File: config.mk
export PLATFORM = sky130hd
export DESIGN_NAME = mc_controller_hs
export DESIGN_NICKNAME = d
export VERILOG_FILES = /design/src/rtl/mc_ctrl_pkg.sv /design/src/rtl/mc_insn_decode.sv /design/src/rtl/mc_controller_hs.sv
export SDC_FILE = /design/constraint.sdc
export NUM_CORES = 1
export LEC_CHECK = 0
export CAP_MARGIN = 20
export CORE_UTILIZATION = 40
export DETAILED_ROUTE_END_ITERATION = 8
export MAX_ROUTING_LAYER = met4
export PLACE_DENSITY = 0.81
export SKIP_LAST_GASP = 1
export SLEW_MARGIN = 20
export SYNTH_ARGS = -nofsm -noshare
export SYNTH_HDL_FRONTEND = slang
export SYNTH_SLANG_ARGS = --single-unit
File: constraint.sdc
create_clock -name clk -period 2.7 [get_ports clk]
set_clock_uncertainty 0.2 [all_clocks]
set_input_delay 0.27 -clock clk [delete_from_list [all_inputs] [get_ports clk]]
set_output_delay 0.27 -clock clk [all_outputs]
set_load 0.01 [all_outputs]
File: src/rtl/mc_ctrl_pkg.sv
// mc_ctrl_pkg: shared states, opcodes, ALUOp codes and mux encodings for mc_controller_hs
package mc_ctrl_pkg;
  typedef enum logic [2:0] {S_IF = 3'd0, S_ID = 3'd1, S_EX = 3'd2, S_MEM = 3'd3, S_WB = 3'd4, S_TRAP = 3'd5} state_t;
  typedef enum logic [3:0] {CL_R, CL_JR, CL_JALR, CL_IALU, CL_LW, CL_SW, CL_BEQ, CL_BNE, CL_J, CL_JAL, CL_ILL} insn_class_t;
  localparam logic [5:0] OP_RTYPE = 6'h00, OP_J = 6'h02, OP_JAL = 6'h03, OP_BEQ = 6'h04, OP_BNE = 6'h05;
  localparam logic [5:0] OP_ADDI = 6'h08, OP_ADDIU = 6'h09, OP_SLTI = 6'h0A, OP_SLTIU = 6'h0B;
  localparam logic [5:0] OP_ANDI = 6'h0C, OP_LUI = 6'h0F, OP_LW = 6'h23, OP_SW = 6'h2B;
  localparam logic [5:0] F_SLL = 6'h00, F_SRL = 6'h02, F_SRA = 6'h03, F_JR = 6'h08, F_JALR = 6'h09;
  localparam logic [3:0] ALU_ADD = 4'b0000, ALU_SADD = 4'b0100, ALU_RTYPE = 4'b0011, ALU_SLT = 4'b0101;
  localparam logic [3:0] ALU_SLTU = 4'b0001, ALU_AND = 4'b0010, ALU_SUB = 4'b0110;
  localparam logic [1:0] PCS_SEQ = 2'b00, PCS_BR = 2'b01, PCS_J = 2'b10, PCS_EXC = 2'b11;
  localparam logic [1:0] RD_RT = 2'b00, RD_RD = 2'b01, RD_RA = 2'b10;
  localparam logic [1:0] MTR_MEM = 2'b00, MTR_ALU = 2'b01, MTR_PC = 2'b10;
  localparam logic [1:0] SRCA_PC = 2'b00, SRCA_REG = 2'b01, SRCA_SHAMT = 2'b10;
  localparam logic [1:0] SRCB_REG = 2'b00, SRCB_FOUR = 2'b01, SRCB_IMM = 2'b10, SRCB_IMMSH = 2'b11;
  localparam logic [1:0] EXC_NONE = 2'b00, EXC_ILL = 2'b01, EXC_BUS = 2'b10;
  function automatic logic funct_legal(input logic [5:0] f);
    return f inside {6'h00, 6'h02, 6'h03, 6'h08, 6'h09, [6'h20:6'h27], 6'h2A, 6'h2B};
  endfunction
endpackage

File: src/rtl/mc_insn_decode.sv
// mc_insn_decode: classifies the IR opcode/funct and picks the EX-stage ALUOp
module mc_insn_decode
  import mc_ctrl_pkg::*;
(
  input  logic [5:0]  op,
  input  logic [5:0]  funct,
  output insn_class_t cls,
  output logic        is_shift,
  output logic        is_legal,
  output logic [3:0]  alu_op
);
  logic jump_reg;
  assign jump_reg = funct == F_JR || funct == F_JALR;
  assign is_shift = funct == F_SLL || funct == F_SRL || funct == F_SRA;
  assign is_legal = cls != CL_ILL;
  always_comb begin
    cls = CL_ILL;
    alu_op = ALU_ADD;
    case (op)
      OP_RTYPE: begin
        cls = funct == F_JR ? CL_JR : funct == F_JALR ? CL_JALR : funct_legal(funct) ? CL_R : CL_ILL;
        alu_op = jump_reg ? ALU_ADD : ALU_RTYPE;
      end
      OP_J:     cls = CL_J;
      OP_JAL:   cls = CL_JAL;
      OP_BEQ:   begin cls = CL_BEQ;  alu_op = ALU_SUB;  end
      OP_BNE:   begin cls = CL_BNE;  alu_op = ALU_SUB;  end
      OP_ADDI:  begin cls = CL_IALU; alu_op = ALU_SADD; end
      OP_ADDIU: cls = CL_IALU;
      OP_SLTI:  begin cls = CL_IALU; alu_op = ALU_SLT;  end
      OP_SLTIU: begin cls = CL_IALU; alu_op = ALU_SLTU; end
      OP_ANDI:  begin cls = CL_IALU; alu_op = ALU_AND;  end
      OP_LUI:   cls = CL_IALU;
      OP_LW:    begin cls = CL_LW;   alu_op = ALU_SADD; end
      OP_SW:    begin cls = CL_SW;   alu_op = ALU_SADD; end
      default:  ;
    endcase
  end
endmodule

File: src/rtl/mc_controller_hs.sv
// mc_controller_hs: multi-cycle MIPS control FSM with memory handshake, bus timeout and trap
module mc_controller_hs
  import mc_ctrl_pkg::*;
#(
  parameter int ALUOP_W     = 4,
  parameter int EXC_EN      = 1,
  parameter int MEM_TIMEOUT = 0
) (
  input  logic               clk,
  input  logic               reset,
  input  logic [5:0]         OpCode,
  input  logic [5:0]         Funct,
  input  logic               mem_ready,
  output logic               PCWrite,
  output logic               PCWriteCond,
  output logic               BranchNe,
  output logic               IorD,
  output logic               MemWrite,
  output logic               MemRead,
  output logic               IRWrite,
  output logic               RegWrite,
  output logic               ExtOp,
  output logic               LuiOp,
  output logic [1:0]         MemtoReg,
  output logic [1:0]         RegDst,
  output logic [1:0]         ALUSrcA,
  output logic [1:0]         ALUSrcB,
  output logic [1:0]         PCSource,
  output logic [ALUOP_W-1:0] ALUOp,
  output logic               exc_valid,
  output logic [1:0]         exc_cause,
  output logic [2:0]         state_o
);
  state_t      state, nxt;
  insn_class_t cls;
  logic        is_shift, is_legal, timeout, bus_trap, link;
  logic [3:0]  ex_alu_op, alu4;
  logic [15:0] cnt;
  mc_insn_decode u_dec (
    .op      (OpCode),
    .funct   (Funct),
    .cls     (cls),
    .is_shift(is_shift),
    .is_legal(is_legal),
    .alu_op  (ex_alu_op)
  );
  assign timeout  = MEM_TIMEOUT != 0 && !mem_ready && cnt == 16'(MEM_TIMEOUT - 1);
  assign bus_trap = timeout && EXC_EN != 0;
  assign link     = cls == CL_JALR || cls == CL_JAL;
  assign state_o  = state;
  assign ALUOp    = ALUOP_W'(alu4);
  always_ff @(posedge clk) begin
    if (reset) begin
      state     <= S_IF;
      cnt       <= '0;
      exc_cause <= EXC_NONE;
    end else begin
      state <= nxt;
      cnt   <= nxt != state ? '0 : (state == S_IF || state == S_MEM) && !mem_ready ? cnt + 16'd1 : cnt;
      if (nxt == S_TRAP) exc_cause <= state == S_ID ? EXC_ILL : EXC_BUS;
    end
  end
  // Outputs stay at their zero defaults while reset is held, dropping any in-flight write.
  always_comb begin
    nxt = S_IF;
    {PCWrite, PCWriteCond, BranchNe, IorD, MemWrite, MemRead, IRWrite, RegWrite, ExtOp, LuiOp, exc_valid} = '0;
    {MemtoReg, RegDst, ALUSrcA, ALUSrcB, PCSource} = '0;
    alu4 = ALU_ADD;
    if (!reset) begin
      case (state)
        S_IF: begin
          MemRead = 1'b1;
          ALUSrcB = SRCB_FOUR;
          IRWrite = mem_ready;
          PCWrite = mem_ready;
          nxt     = mem_ready ? S_ID : bus_trap ? S_TRAP : S_IF;
        end
        S_ID: begin
          ALUSrcB = SRCB_IMMSH;
          ExtOp   = 1'b1;
          nxt     = is_legal ? S_EX : EXC_EN != 0 ? S_TRAP : S_IF;
        end
        S_EX: begin
          alu4    = ex_alu_op;
          ALUSrcA = SRCA_REG;
          case (cls)
            CL_R: begin
              ALUSrcA = is_shift ? SRCA_SHAMT : SRCA_REG;
              nxt     = S_WB;
            end
            CL_JR, CL_JALR: begin
              PCWrite  = 1'b1;
              RegWrite = link;
              RegDst   = link ? RD_RD : RD_RT;
              MemtoReg = link ? MTR_PC : MTR_MEM;
            end
            CL_IALU, CL_LW, CL_SW: begin
              ALUSrcB = SRCB_IMM;
              ExtOp   = OpCode != OP_ANDI;
              LuiOp   = OpCode == OP_LUI;
              nxt     = cls == CL_IALU ? S_WB : S_MEM;
            end
            CL_BEQ, CL_BNE: begin
              PCWriteCond = 1'b1;
              PCSource    = PCS_BR;
              BranchNe    = cls == CL_BNE;
            end
            CL_J, CL_JAL: begin
              ALUSrcA  = SRCA_PC;
              PCWrite  = 1'b1;
              PCSource = PCS_J;
              RegWrite = link;
              RegDst   = link ? RD_RA : RD_RT;
              MemtoReg = link ? MTR_PC : MTR_MEM;
            end
            default: ALUSrcA = SRCA_PC;
          endcase
        end
        S_MEM: begin
          IorD     = 1'b1;
          MemRead  = cls == CL_LW;
          MemWrite = cls == CL_SW;
          nxt      = mem_ready ? (cls == CL_LW ? S_WB : S_IF) : bus_trap ? S_TRAP : S_MEM;
        end
        S_WB: begin
          RegWrite = 1'b1;
          RegDst   = cls == CL_R ? RD_RD : RD_RT;
          MemtoReg = cls == CL_LW ? MTR_MEM : MTR_ALU;
        end
        S_TRAP: begin
          PCWrite   = 1'b1;
          PCSource  = PCS_EXC;
          exc_valid = 1'b1;
        end
        default: ;
      endcase
    end
  end
endmodule

# Yosys cells after proc, flatten, opt, wreduce, memory -nomap -nowiden
# Index checks and enable logic that the tools add are counted.
[op_classes]
n_lt_le_gt_ge = 2
mux = 65
n_bitwise = 0
addsub = 0
shift = 0
multipliers = 0
div = 0
reduce_logical = 19
n_eq_ne = 35
[ops]
columns = ["cell", "n"]
rows = [
  ["6-bit by 4-bit == test with 1-bit output, second input constant", 8],
  ["4-bit case mux with 8 select lines", 1],
  ["1-bit two-way mux", 28],
  ["6-bit by 2-bit == test with 1-bit output, second input constant", 4],
  ["6-bit == test, second input constant", 4],
  ["2-bit two-way mux", 12],
  ["2-bit case mux with 2 select lines", 6],
  ["4-bit case mux with 6 select lines", 1],
  ["4-bit two-way mux", 5],
  ["4-bit by 3-bit == test with 1-bit output, second input constant", 4],
  ["3-bit two-way mux", 5],
  ["6-bit by 3-bit == test with 1-bit output, second input constant", 2],
  ["6-bit zero test", 2],
  ["3-bit case mux with 4 select lines", 1],
  ["3-bit == test, second input constant", 3],
  ["4-bit by 2-bit == test with 1-bit output, second input constant", 2],
  ["4-bit == test, second input constant", 2],
  ["8-bit nonzero test", 1],
  ["2-bit OR reduction", 4],
  ["7-bit OR reduction", 1],
  ["3-bit by 2-bit == test with 1-bit output, second input constant", 2],
  ["6-bit >= comparator, second input constant", 1],
  ["6-bit <= comparator, second input constant", 1],
  ["6-bit by 4-bit inequality test with 1-bit output, second input constant", 1],
  ["14 further kinds", 20],
]
[word_totals]
n_memories = 0
latchBits = 0
reg_bits = 5
ram_bits = 0
input_bits = 15
output_inout_bits = 30
rom_bits = 0
elab_cells = 123

# Logic depth before layout (Yosys ltp)
[logic_depth]
depth_word = 13
mapped_depth = 8
depth_no_buf = 6

# Cells and area by module
# From an unflattened synthesis, not the netlist that was laid out.
[unflattened]
hier_cells = 151
hier_area_um2 = 1038.5
[by_module_without_submodules]
columns = ["mod", "instances", "area_per_inst_um2", "cells_each", "seq_area_each_um2"]
rows = [
  ["mc_controller_hs", 1, 673.1, 95, 100.1],
  ["mc_insn_decode", 1, 365.4, 56, 0.0],
]

# Worst setup path before layout
# No wires, ideal clock.
[synth_path]
kind = "input to output"
start = "input Funct[0]"
end = "output RegWrite"
path_stages = 6
arrival_time_ns = 1.894
path_buffers = 0
setup_slack_ns = 0.336
required_ns = 2.230
cell_sequence = "or3_1 -> o311a_1 -> or2_1 -> a211o_1 -> and3_4 -> or3b_1"
[synth_via]
elab_chain_cells = 12
word_cells_on_any_way = 24
classes_between = "2 x order compare; 10 x eq/ne; 7 x mux; 5 x reduce/logical"
[synth_lines]
columns = ["element", "line_no", "rtl"]
rows = [
  ["start, declared", "mc_controller_hs.sv:12", "input logic [5:0] Funct,"],
  ["6-bit >= comparator or 6-bit <= comparator (tied branches)", "mc_ctrl_pkg.sv:18", "return f inside {6'h00, 6'h02, 6'h03, 6'h08, 6'h09, [6'h20:6'h27], 6'h2A, 6'h2B};"],
  ["1-bit logical AND", "mc_ctrl_pkg.sv:18", ""],
  ["8-bit nonzero test", "mc_ctrl_pkg.sv:18", ""],
  ["4-bit two-way mux (2 in a row)", "mc_insn_decode.sv:21", "cls = funct == F_JR ? CL_JR : funct == F_JALR ? CL_JALR : funct_legal(funct) ? CL_R : CL_ILL;"],
  ["4-bit two-way mux (*)", "mc_insn_decode.sv:21", ""],
  ["4-bit case mux with 8 select lines (*)", "mc_insn_decode.sv:19", "case (op)"],
  ["4-bit by 2-bit == test with 1-bit output (tied with other cells)", "mc_controller_hs.sv:49, mc_controller_hs.sv:86", ""],
  ["4-bit OR reduction (no line) or 1-bit logical OR (tied branches)", "--", ""],
  ["1-bit two-way mux (*)", "mc_controller_hs.sv:86", "case (cls)"],
  ["1-bit case mux with 2 select lines (*)", "mc_controller_hs.sv:70", "case (state)"],
  ["1-bit two-way mux (*)", "mc_controller_hs.sv:69", "if (!reset) begin"],
  ["end, declared", "mc_controller_hs.sv:21", "output logic RegWrite,"],
]
# Mark *: on every way between the ends. The rest lies on a longest branch, timed or not.

# Final worst setup path
[layout_path]
start = "input Funct[3]"
end = "output ALUSrcB[1]"
[layout_via]
elab_chain_cells = 12
word_cells_on_any_way = 22
classes_between = "2 x order compare; 9 x eq/ne; 7 x mux; 4 x reduce/logical"
[layout_lines]
columns = ["element", "line_no", "rtl"]
rows = [
  ["6-bit >= comparator or 6-bit <= comparator (tied branches)", "mc_ctrl_pkg.sv:18", ""],
  ["1-bit logical AND", "mc_ctrl_pkg.sv:18", ""],
  ["8-bit nonzero test", "mc_ctrl_pkg.sv:18", ""],
  ["4-bit two-way mux (2 in a row)", "mc_insn_decode.sv:21", ""],
  ["4-bit two-way mux (*)", "mc_insn_decode.sv:21", ""],
  ["4-bit case mux with 8 select lines (*)", "mc_insn_decode.sv:19", ""],
  ["4-bit by 2-bit == test with 1-bit output or 4-bit by 3-bit == test with 1-bit output (tied branches)", "mc_controller_hs.sv:86", ""],
  ["3-bit OR reduction (*)", "mc_controller_hs.sv:86", ""],
  ["2-bit two-way mux (*)", "mc_controller_hs.sv:86", ""],
  ["2-bit case mux with 3 select lines (*)", "mc_controller_hs.sv:70", ""],
  ["2-bit two-way mux (*)", "mc_controller_hs.sv:69", ""],
  ["end, declared", "mc_controller_hs.sv:27", "output logic [1:0] ALUSrcB,"],
]
# Marks and branches as above.

==> reports/summary.json <==
{
  "clkLatencyLatePin_ps": 260,
  "min_period_over_period": 1.06,
  "ys.warnings.count": 0,
  "timing_worst_setup_path_type": "primary input to primary output",
  "ys_async_sr_fraction": 0,
  "finalWorstSetupSlack_ps": -163,
  "drt-pass1-iter-count": 6,
  "postSynthNetCount": 169,
  "clock_tree.htree_level_count": 1,
  "grt_first_pass_wirelength_mm": 8.90,
  "clk_transition_reported_paths_ps": 40,
  "crit_path_end_kind": "primary output",
  "die-width_um": 51.1,
  "die_area_um2": 2610,
  "yosys_most_used_dff": "dfxtp_1",
  "clock_tree.buffer_depth": 2,
  "rsz0062_at_grt": "true",
  "maximum_number_of_pins_on_one_net_before_global_route_repair": 15,
  "cts_root_buffer": "clkbuf_4",
  "worstMarginPinSlew_ps": 509,
  "fin_crit_ps": 2860,
  "port_buffers": 43,
  "placeableCoreArea_um2": 2230,
  "regToRegStartpoint": "state_o[0]$_SDFF_PP0_",
  "max-vdd-ir-drop_v": 0.000420,
  "post_drt_via_cell_ratio": 6.95,
  "synthToLayoutAreaGrowth_pct": 113,
  "dp.cells": 262,
  "final_setup_violation_count": 9,
  "fin_hold_ws_ps": 245,
  "overall_track_demand_over_capacity_in_global_routing": 0.475,
  "outcome": "complete, but fails checks",
  "ioPinCount": 45,
  "post_synth_inst_count": 154,
  "ys_seq_area_frac": 0.104,
  "netlist.top_cell.by_area": "dfxtp_1",
  "first_global_vias": 1837,
  "synth.area.top_cells": "dfxtp_1 10%, a21oi_1 6.2%, nor2_1 6.2%",
  "layout.nets": 271,
  "fillCellCount": 88,
  "tns_ps": -625,
  "grt_overflow": 0,
  "critical_path.startpoint_type": "primary input",
  "worst-path-max-fanout": 4,
  "post-route-util": 0.919,
  "crit_path_start": "Funct[3]",
  "drv_slew": 0,
  "final_cell_count_no_fill": 283,
  "post_drt_wl_per_cell_um": 24.0,
  "required_ps": 2230,
  "drive_above_1_share": 0.427,
  "synth_edf_count": 0,
  "hold_path.class": "flip-flop to flip-flop",
  "cap_violations": 0,
  "synth_largest_type_area_fraction": 0.104,
  "total_leakage_power_uw": 0.00101,
  "cts-buffers-inserted": 3,
  "max_freq_mhz": 349,
  "post-dp-hpwl_mm": 3.12,
  "num_rows": 17,
  "arrival_ps": 2390,
  "wirelength_mm": 6.78,
  "failed_checks": "negative setup slack",
  "critical_hold_path_startpoint": "exc_cause[0]$_SDFFE_PP0N_",
  "clock_tree_sinks": 5,
  "synth.ff_latch_count": 5,
  "synth_cell_type_count": 45,
  "floorplan.initialDensity": 0.431,
  "postSynthAreaPerCell_um2": 6.26,
  "stdcell_area_um2": 2050,
  "post-route-drc-count": 0,
  "num_vias": 1967,
  "post_dp_cell_area_um2": 1740,
  "antenna-diode-count": 0,
  "route.antenna.remaining_nets": 0,
  "die_h_um": 51.1,
  "power_per_cell_area_nw_per_um2": 230,
  "timing.final.hold_violations": 0,
  "cts_tree": "done",
  "drt_first_iter_violations": 219,
  "place_congestion": 0.861,
  "post_synth_instance_area_um2": 963,
  "max-slew-margin-rel": 0.660,
  "antenna_violations_before_repair": 0
}
state kept, by name, summed over array words and instances (netlist names):
register	flops
state_o	3
exc_cause	2
layout make-up:
cell class	instances	area (um2)	area share
multi-input cells	131	965	0.470
clock buffers	4	26.3	0.0128
inverters	6	22.5	0.0110
flip-flops and latches	5	100	0.0488
well taps	28	35.0	0.0171
repair buffers	109	903	0.440
path summary, 6_finish.rpt:
kind,to,slack (ps),depth (start not counted)
max,ALUSrcB[1],-160,9
min,exc_cause[0]$_SDFFE_PP0N_,240,2
max reg2reg,exc_cause[1]$_SDFFE_PP0N_,790,3
min reg2reg,exc_cause[0]$_SDFFE_PP0N_,240,2
placed cells by master (no fill, tap or decap), types with 3 or more instances in the layout:
cell type	n
buf_6	5
nand4_1	8
and3_1	5
a21oi_1	12
nand3b_1	4
o21ai_0	4
clkbuf_2	4
clkdlybuf4s50_1	14
nor2_1	13
buf_4	60
clkbuf_4	3
dfxtp_1	5
buf_2	5
dlygate4sd2_1	13
inv_1	6
nand3_1	4
and2_4	3
dlymetal6s2s_1	6
nor3_1	5
or2_2	3
nand2_1	13
nand2b_1	6
critical path: stages:
cell and delay [ps]:
clkdlybuf4s15_2 210, or3_4 400, o311a_4 150, or2_4 260, a211oi_4 270, o211ai_1 150
buf_4 190, o31ai_1 180, dlygate4sd2_1 300
synthesized netlist by cell type (2+ instances only):
master,instances
or3_1,2
and2_1,4
and4b_1,2
nor2_1,16
or2_2,3
nand3b_1,4
clkbuf_1,7
a31oi_1,2
a211oi_2,2
buf_2,4
nand3_1,5
o211ai_1,2
a21boi_0,2
nand2_1,13
inv_1,6
and3_1,5
nor3_1,8
a211o_1,2
o31ai_1,3
a211oi_1,2
nand2b_1,7
dfxtp_1,5
a21oi_1,12
nand4_1,8
nor4b_1,2
o21ai_0,7
metal layers:
layer	wire [um]	up-vias	global-route usage
met3	964	91	0.152
met2	2880	246	0.781
li1	-	768	-
met5	0	-	-
met4	644	0	0.236
met1	2300	862	0.513
per-stage QoR:
| step | power [uW] | setup WS, ps |
|---|---|---|
| 2_1_floorplan | 186 | 336 |
| 3_3_place_gp | 297 | -520 |
| 3_5_place_dp | 305 | -710 |
| 4_1_cts | 414 | -54.5 |
| 5_1_grt | 489 | -293 |
| 6_report | 471 | -163 |
power breakdown:
part / total, uW / internal, uW / switching [uW]
clock network: 93.6 / 56.3 / 37.3
registers: 91.2 / 79.4 / 11.8
logic: 286 / 135 / 152
total: 471 / 270 / 201
kinds of logic (layout without fill, tap and decap cells):
logic type             after synthesis  after routing  share of synthesized area
and+or+nand+nor                     88             88                      0.513
DFF                                  5              5                      0.104
AOI/OAI and AO/OA                   41             41                      0.290
other                                1              1                    0.00389
muxes                                1              1                     0.0104
buffers and inverters               18            119                     0.0792
repair_timing:
item	CTS	global route
resized for setup	64	32
buffers inserted	12	4
endpoints found under the setup margin	20	18
cloned	1	0
hold buffers	0	0
pin swaps	16	15
Power figures use the tool's default switching activity.
